File: src/rtl/reg4_write_arbiter.sv
// Round-robin write arbiter for a shared 4-bit register with guard gap.
// Optional write counter output enabled by macro REG4_ARB_WRCOUNT_EN.
module reg4_write_arbiter #(
    parameter int unsigned GUARD = 1
) (
    input  logic       clk,
    input  logic       rst,
    input  logic       req0,
    input  logic       req1,
    input  logic [3:0] din0,
    input  logic [3:0] din1,
    output logic       gnt0,
    output logic       gnt1,
    output logic [3:0] reg_pi,
    output logic       reg_cen,
`ifdef REG4_ARB_WRCOUNT_EN
    output logic [7:0] wr_count,
`endif
    output logic       busy
);

    typedef enum logic [1:0] {
        S_IDLE,
        S_WR0,
        S_WR1,
        S_GUARD
    } state_t;

    localparam logic [3:0] GLOAD = (GUARD == 0) ? 4'd0 : 4'(GUARD - 1);

    state_t     state_q;
    logic [3:0] hold_q;
    logic [3:0] cnt_q;
    logic       last_q;
    logic       gnt0_q;
    logic       gnt1_q;
    logic       cen_q;
    logic       take0;
    logic       take1;

    // A tie goes to whoever did not own the previous write.
    always_comb begin
        take0 = req0 & (~req1 | last_q);
        take1 = req1 & (~req0 | ~last_q);
    end

    always_ff @(posedge clk) begin
        if (rst) begin
            state_q <= S_IDLE;
            hold_q  <= 4'd0;
            cnt_q   <= 4'd0;
            last_q  <= 1'b1;
            gnt0_q  <= 1'b0;
            gnt1_q  <= 1'b0;
            cen_q   <= 1'b0;
        end else begin
            gnt0_q <= 1'b0;
            gnt1_q <= 1'b0;
            cen_q  <= 1'b0;
            unique case (state_q)
                S_IDLE: begin
                    if (take0) begin
                        state_q <= S_WR0;
                        hold_q  <= din0;
                        gnt0_q  <= 1'b1;
                        cen_q   <= 1'b1;
                        last_q  <= 1'b0;
                    end else if (take1) begin
                        state_q <= S_WR1;
                        hold_q  <= din1;
                        gnt1_q  <= 1'b1;
                        cen_q   <= 1'b1;
                        last_q  <= 1'b1;
                    end
                end
                S_WR0, S_WR1: begin
                    if (GUARD != 0) begin
                        state_q <= S_GUARD;
                        cnt_q   <= GLOAD;
                    end else begin
                        state_q <= S_IDLE;
                    end
                end
                S_GUARD: begin
                    if (cnt_q == 4'd0) begin
                        state_q <= S_IDLE;
                    end else begin
                        cnt_q <= cnt_q - 4'd1;
                    end
                end
                default: state_q <= S_IDLE;
            endcase
        end
    end

    assign gnt0    = gnt0_q;
    assign gnt1    = gnt1_q;
    assign reg_cen = cen_q;
    assign reg_pi  = hold_q;
    assign busy    = (state_q != S_IDLE);

`ifdef REG4_ARB_WRCOUNT_EN
    logic [7:0] wrcnt_q;
    logic [7:0] wrcnt_d;

    always_comb begin
        wrcnt_d = wrcnt_q;
        if (state_q == S_WR0 || state_q == S_WR1) begin
            wrcnt_d = wrcnt_q + 8'd1;
        end
    end

    always_ff @(posedge clk) begin
        if (rst) begin
            wrcnt_q <= 8'd0;
        end else begin
            wrcnt_q <= wrcnt_d;
        end
    end

    assign wr_count = wrcnt_q;
`endif

endmodule

File: config.mk
export PLATFORM = sky130hd
export DESIGN_NAME = reg4_write_arbiter
export DESIGN_NICKNAME = d
export VERILOG_FILES = /design/src/rtl/reg4_write_arbiter.sv
export SDC_FILE = /design/constraint.sdc
export NUM_CORES = 1
export LEC_CHECK = 0
export BUFFER_PORTS_ARGS = -buffer_cell sky130_fd_sc_hd__buf_2
export CORE_MARGIN = 5
export CORE_UTILIZATION = 50
export CTS_CLUSTER_DIAMETER = 200
export CTS_CLUSTER_SIZE = 30
export DETAILED_ROUTE_END_ITERATION = 8
export GPL_TIMING_DRIVEN = 1
export PLACE_DENSITY = 0.77
export SLEW_MARGIN = 20
export SYNTH_ARGS = -nofsm -noshare
export SYNTH_HDL_FRONTEND = slang
export SYNTH_SLANG_ARGS = --single-unit
File: constraint.sdc
create_clock -name clk -period 3.6 [get_ports clk]
set_input_delay 0.54 -clock clk [delete_from_list [all_inputs] [get_ports clk]]
set_output_delay 0.54 -clock clk [all_outputs]
set_load 0.02 [all_outputs]
==> results by group, run 1 <==
Run status
  – Status: finished, final reports clean

STA
  – Pins Over Slew Limit: 0
  – Final critical-path setup slack: 1.793 ns
  – Crit path time final: 1.807 ns
  – Setup violators final: 0
  – Fin. Hold Viols: 0
  – RSZ-0062 raised after global routing: false
  – TNS Setup: 0 ns
  – Max Fclk: 553.3 MHz
  – Final Cycle Share: 50.21%
  – Slew headroom: 68.80%
  – Worst slew pin tran: 0.4663 ns
  – Clock skew: 0.003405 ns

Synthesis
  – Mapped cell area: 705.7 um^2
  – Synth Area in Adders: 8.865%
  – Synth Area in XOR/XNOR: 2.482%
  – Compound-Gate Fraction of Synth Area: 13.65%
  – Synth Warn #: 0
  – Synthesized area per cell: 8.821 um^2
  – Mux cell area share after synthesis: 4.433%
  – Register area share after synthesis: 39.72%
  – Cells after synthesis: 80
  – Netlist cell types: 22
  – Largest family of logic cells by synthesized area: simple AND/OR/NAND/NOR gates
  – Post-synthesis net count: 97
  – Simple-gate share of the synthesized area: 25.18%
  – Yosys reg bits: 14

Drt
  – DR WL/cell: 11.39 um
  – Via count: 598
  – Routed Antenna Nets: 0
  – DR DRC count: 0
  – Post-Route WL: 1321 um
  – Drt first-iter violations: 23
  – Routed vias/inst: 5.155
  – Drt pass-1 iters: 4

Floorplan
  – Num rows: 13
  – Top Ports: 20
  – Chip height: 47.57 um
  – Core area: 1318 um^2
  – Die area: 2262 um^2
  – Initial core utilization: 53.56%
  – Die Width: 47.57 um

Clock tree
  – Post_cts resized: 0
  – # hold bufs at CTS: 0
  – TritonCTS Buffers: 3
  – Clock latency at the later pin of the worst-skew pair: 0.28 ns
  – Setup Buffers After CTS: 0
  – Clock H-tree levels: 1
  – Root buf cell: clkbuf_4
  – CTS tree: built
  – Clk buf depth: 2
  – Clk sinks: 14
  – Clk slew on worst S/H paths: 0.09 ns

Place
  – Port bufs: 19
  – HPWL after DPL: 1029 um
  – GPL Wtd Cong: 0.7738
  – DP Worst Slack: 1.935 ns

Power
  – Internal Power: 0.3601 mW
  – Comb pwr share: 45.3%
  – Flop pwr share: 35.9%
  – PwrDens: 719.6 nW/um^2
  – Sw Share: 40.30%
  – Lkg Pwr: 0.3990 nW
  – Switching power total: 0.2431 mW
  – Clock power frac: 18.8%
  – Worst vdd ir: 0.3654 mV

Cells and area
  – Antenna Cells: 0
  – Final net count: 119
  – Multi-input logic area: 385.4 um^2
  – Register area: 280.3 um^2
  – Share of layout cells above drive strength 1: 27.72%
  – Fill count: 118
  – Area Overhead vs Synth: 18.79%

Critical path
  – CP arrival: 1.27 ns
  – Critical Path RT: 3.06 ns
  – CP endpoint kind: output pin
  – Crit-path max cell delay: 0.37 ns
  – Worst path most repeated cell: inv_1
  – Worst Path Max Fanout: 5
  – Critical path class: reg -> out
  – Worst setup SP type: flop
  – CP max-delay cell: dfxtp_1
  – Cells along the critical path: inv_1, ha_1, inv_1, buf_2

Flow run
  – Max cap viols: 0

Global route
  – Largest net degree at the start of global routing: 12
  – Gr busiest metal: met2
  – Overflow after GRT: 0
  – M3 GR Usage: 4.135%
  – Initial antenna violation count: 0
  – Number of global-route vias before repair: 530
  – Met1 usage: 19.10%
  – Grt met2 use: 19.79%
  – First-pass GRT wire length: 2235 um
  – All-layer global routing usage: 14.34%

Min path
  – Worst hold path type: reg -> reg
==> path summary, 6_finish.rpt <==
path / slack, ns / depth (start not counted) / end / startpoint
setup / recovery: 1.79 / 4 / busy / state_q[0]
hold / removal: 0.49 / 1 / gnt1 / last_q
setup reg to reg: 1.99 / 6 / reg_pi[0] / state_q[0]
hold reg to reg: 0.49 / 1 / gnt1 / last_q
==> layout make-up <==
cell class,count,area share (%)
well taps,15,2.239
clock buffers,4,4.328
inverters,6,2.687
flip-flops and latches,14,33.43
repair buffers,19,11.34
multi-input cells,58,45.97
==> per-stage QoR <==
step / total power [mW] / instances / utilization [%] / area, um^2 / hold WS, ns
2_1_floorplan: 0.4267 / 80 / - / 705.7 / 0.4459
3_3_place_gp: 0.4905 / 112 / 60.87 / 802.0 / 0.4657
3_5_place_dp: 0.4941 / 112 / 60.87 / 802.0 / 0.4738
4_1_cts: 0.6082 / 116 / 63.63 / 838.3 / 0.4863
5_1_grt: 0.6577 / 116 / 63.63 / 838.3 / 0.5109
6_report: 0.6032 / 116 / 63.63 / 838.3 / 0.4851
==> state kept, by name (all words and copies together), names as in the netlist <==
name / count
reg_cen: 1
reg_pi: 4
cnt_q: 4
gnt0: 1
state_q: 2
last_q: 1
gnt1: 1
==> placed cells by master (no fill, tap or decap), types with 2 or more instances in the layout <==
master	n
nand2_1	8
nand2b_1	5
dfxtp_1	14
buf_2	19
nor2_1	14
mux2i_1	2
inv_1	6
xor2_1	2
nand3_1	7
clkbuf_4	3
a31oi_1	2
a311oi_1	4
ha_1	5
==> power by group through the flow <==
stage | Combinational (mW) | Sequential (mW) | Clock, mW
5_1_grt | 0.310 | 0.222 | 0.126
2_1_floorplan | 0.178 | 0.249 | 0
6_report | 0.273 | 0.217 | 0.113
3_5_place_dp | 0.275 | 0.219 | 0
4_1_cts | 0.277 | 0.216 | 0.115
3_3_place_gp | 0.273 | 0.218 | 0
==> cells by family (layout without fill, tap and decap cells) <==
family | Yosys count | after routing
multiplexers | 3 | 3
adder cells (fa/ha/maj) | 5 | 5
AO/OA/AOI/OAI | 10 | 10
XOR/XNOR | 2 | 2
flip-flops | 14 | 14
buffers and inverters | 8 | 29
AND/OR/NAND/NOR | 38 | 38
==> routing by layer <==
| metal | routed length [um] | share of wire [%] |
|---|---|---|
| met1 | 598 | 45 |
| met2 | 586 | 44 |
| met3 | 109 | 8.3 |
| met4 | 27 | 2.0 |
| met5 | 0 | 0 |
==> cell usage after synthesis <==
library cell | n | area (um^2)
xor2_1 | 2 | 17.52
nor3_1 | 1 | 5.000
a21oi_1 | 1 | 5.000
dfxtp_1 | 14 | 280.3
nand2_1 | 8 | 30.03
a311oi_2 | 1 | 15.01
ha_1 | 5 | 62.56
nand2b_1 | 5 | 31.28
a211oi_1 | 1 | 7.510
or3b_4 | 1 | 11.26
clkbuf_1 | 1 | 3.750
a22oi_4 | 1 | 21.27
nor2b_1 | 1 | 6.260
or2_2 | 1 | 6.260
clkbuf_8 | 1 | 13.76
a311oi_1 | 4 | 35.03
a31oi_1 | 2 | 12.51
nand3_1 | 7 | 35.03
inv_1 | 6 | 22.52
nor2_1 | 14 | 52.55
mux2_2 | 1 | 11.26
mux2i_1 | 2 | 20.02
==> worst max-delay path: cells and delay by family, from the launching register on <==
kind	cells	cell delay [ns]
adders and majority gates	1	0.28
DFF	1	0.37
buffers and inverters	3	0.34
Note: power is estimated with default switching activity, not from simulation.
==> run 2: changes to the inputs <==
CORE_UTILIZATION = 44   (was 50)
PLACE_DENSITY = 0.72   (was 0.77)
clock period = 1.6 ns   (was 3.6 ns; I/O delays follow)
==> run 2 against run 1 <==
  * Global-route usage down 2.8 points
  * Count of clock-buffer cells in the layout unchanged
  * Register-to-register slack worse by 1.9 ns
  * Via count unchanged
  * Sequential power up 120%
  * Clock power up 120%
  * Die area up 11%
  * First-iteration DRC count down 17%
  * Critical path depth up 2
  * Critical endpoint is now cnt_q[0]
  * Highest routed layer unchanged
==> results by group, run 2 (synthesis results as in run 1) <==
Place
  – Inst Count DP: 114
  – Port bufs: 19
  – DP Worst Slack: 0.03326 ns
  – HPWL after DPL: 1053 um
  – GPL Wtd Cong: 0.7331

Critical path
  – Critical path class: reg -> reg
  – Worst setup SP type: flop
  – CP arrival: 1.76 ns
  – FF-to-FF Start: cnt_q[0]
  – Worst Path Max Fanout: 4
  – Crit-path max cell delay: 0.40 ns
  – Cells along the critical path: inv_2, ha_1, or3b_4, nand2_1, mux2_2, nor2_1
  – Critical Path RT: 1.81 ns
  – CP max-delay cell: or3b_4
  – CP endpoint kind: flop
  – CP startpoint: cnt_q[0]

Power
  – Total design power: 1.388 mW
  – Comb pwr share: 47.1%
  – Sw Share: 40.33%
  – Worst vdd ir: 0.8437 mV
  – Flop pwr share: 34.9%
  – Switching power total: 0.5597 mW
  – Lkg Pwr: 0.4108 nW
  – Clock power frac: 18.0%
  – PwrDens: 1619 nW/um^2
  – Internal Power: 0.8281 mW

Clock tree
  – Clk buf depth: 2
  – Clock latency at the later pin of the worst-skew pair: 0.27 ns
  – Clock H-tree levels: 1
  – CTS tree: built
  – TritonCTS Buffers: 3
  – Clk sinks: 14
  – Clk slew on worst S/H paths: 0.08 ns
  – Root buf cell: clkbuf_4
  – # hold bufs at CTS: 0

Min path
  – Worst hold path type: in -> reg
  – HP Start: req1

STA
  – Fin Hold WS: 0.2081 ns
  – Pins Over Slew Limit: 0
  – Fin. Hold Viols: 0
  – Setup violators final: 0
  – Crit path time final: 1.547 ns
  – Max Fclk: 646.3 MHz
  – Clock skew: 0.001492 ns
  – Worst slew pin tran: 0.2858 ns
  – Final critical-path setup slack: 0.05267 ns
  – Final Cycle Share: 96.71%
  – Slew headroom: 80.87%

Flow run
  – Max cap viols: 0

Cells and area
  – Register area: 282.8 um^2
  – Area Overhead vs Synth: 21.45%
  – Multi-input logic area: 385.4 um^2
  – Final net count: 121
  – Share of layout cells above drive strength 1: 33.01%
  – Most frequent cells in the layout: buf_2, nor2_1, dfxtp_1, nand2_1, nand3_1
  – Most common cell after layout, fill and taps aside: buf_2
  – Non-filler instance count after layout: 119
  – Antenna Cells: 0
  – Fill count: 138
  – Final core occ: 56.89%

Floorplan
  – Chip height: 50.05 um
  – Die Width: 50.05 um
  – Top Ports: 20
  – Num rows: 14
  – Initial core utilization: 46.84%
  – Die area: 2505 um^2
  – Core area: 1506 um^2

Drt
  – Via count: 598
  – DR DRC count: 0
  – DR WL/cell: 11.89 um
  – Routed vias/inst: 5.025
  – Drt first-iter violations: 19
  – Post-Route WL: 1415 um
  – Drt pass-1 iters: 4
  – Routed Antenna Nets: 0

Global route
  – Largest net degree at the start of global routing: 12
  – All-layer global routing usage: 11.51%
  – First-pass GRT wire length: 2304 um
  – Number of global-route vias before repair: 563
  – Initial antenna violation count: 0
  – Overflow after GRT: 0

Run status
  – Status: finished, final reports clean
run 2: worst paths after layout:
path / endpoint / cells after the start / slack [ns]
setup / recovery: cnt_q[0] / 6 / 0.05
hold reg to reg: gnt1 / 1 / 0.48
hold / removal: gnt1 / 3 / 0.21
setup reg to reg: cnt_q[0] / 6 / 0.05
run 2: timing repair:
action,in CTS,in global routing
hold endpoints to repair,0,0
gates resized for setup,0,4
setup buffers,0,1
endpoints found under the setup margin,0,3
run 2: stage by stage:
step	setup TNS (ns)	instance area [um^2]
floorplan	0	705.7
global placement	0	810.8
detailed placement	0	810.8
CTS	0	847.1
global route	-0.03565	857.1
finish	0	857.1
run 2: power groups by stage:
| stage | logic [mW] | clock network (mW) | registers (mW) |
|---|---|---|---|
| 2_1_floorplan | 0.400 | 0 | 0.560 |
| 3_3_place_gp | 0.636 | 0 | 0.490 |
| 3_5_place_dp | 0.659 | 0 | 0.492 |
| 4_1_cts | 0.661 | 0.258 | 0.485 |
| 5_1_grt | 0.717 | 0.277 | 0.496 |
| 6_report | 0.653 | 0.250 | 0.485 |
run 2: per-layer routing:
layer | track usage (%) | wire length [um]
met1 | 14.65 | 617
met2 | 17.15 | 700
met3 | 2.108 | 75
met4 | 7.860 | 22
met5 | 0 | 0
run 2: final cells by class:
| cell class | count | area share (%) |
|---|---|---|
| flip-flops and latches | 14 | 32.99 |
| inverters | 6 | 2.628 |
| clock buffers | 4 | 4.234 |
| well taps | 16 | 2.336 |
| multi-input cells | 58 | 44.96 |
| repair buffers | 21 | 12.85 |
run 2: critical path, delay by kind of cell, from the launching register on:
family	cells	cell delay, ns
and+or+nand+nor	3	0.61
DFF	1	0.35
muxes	1	0.35
adders and majority gates	1	0.13
buffers and inverters	1	0.06
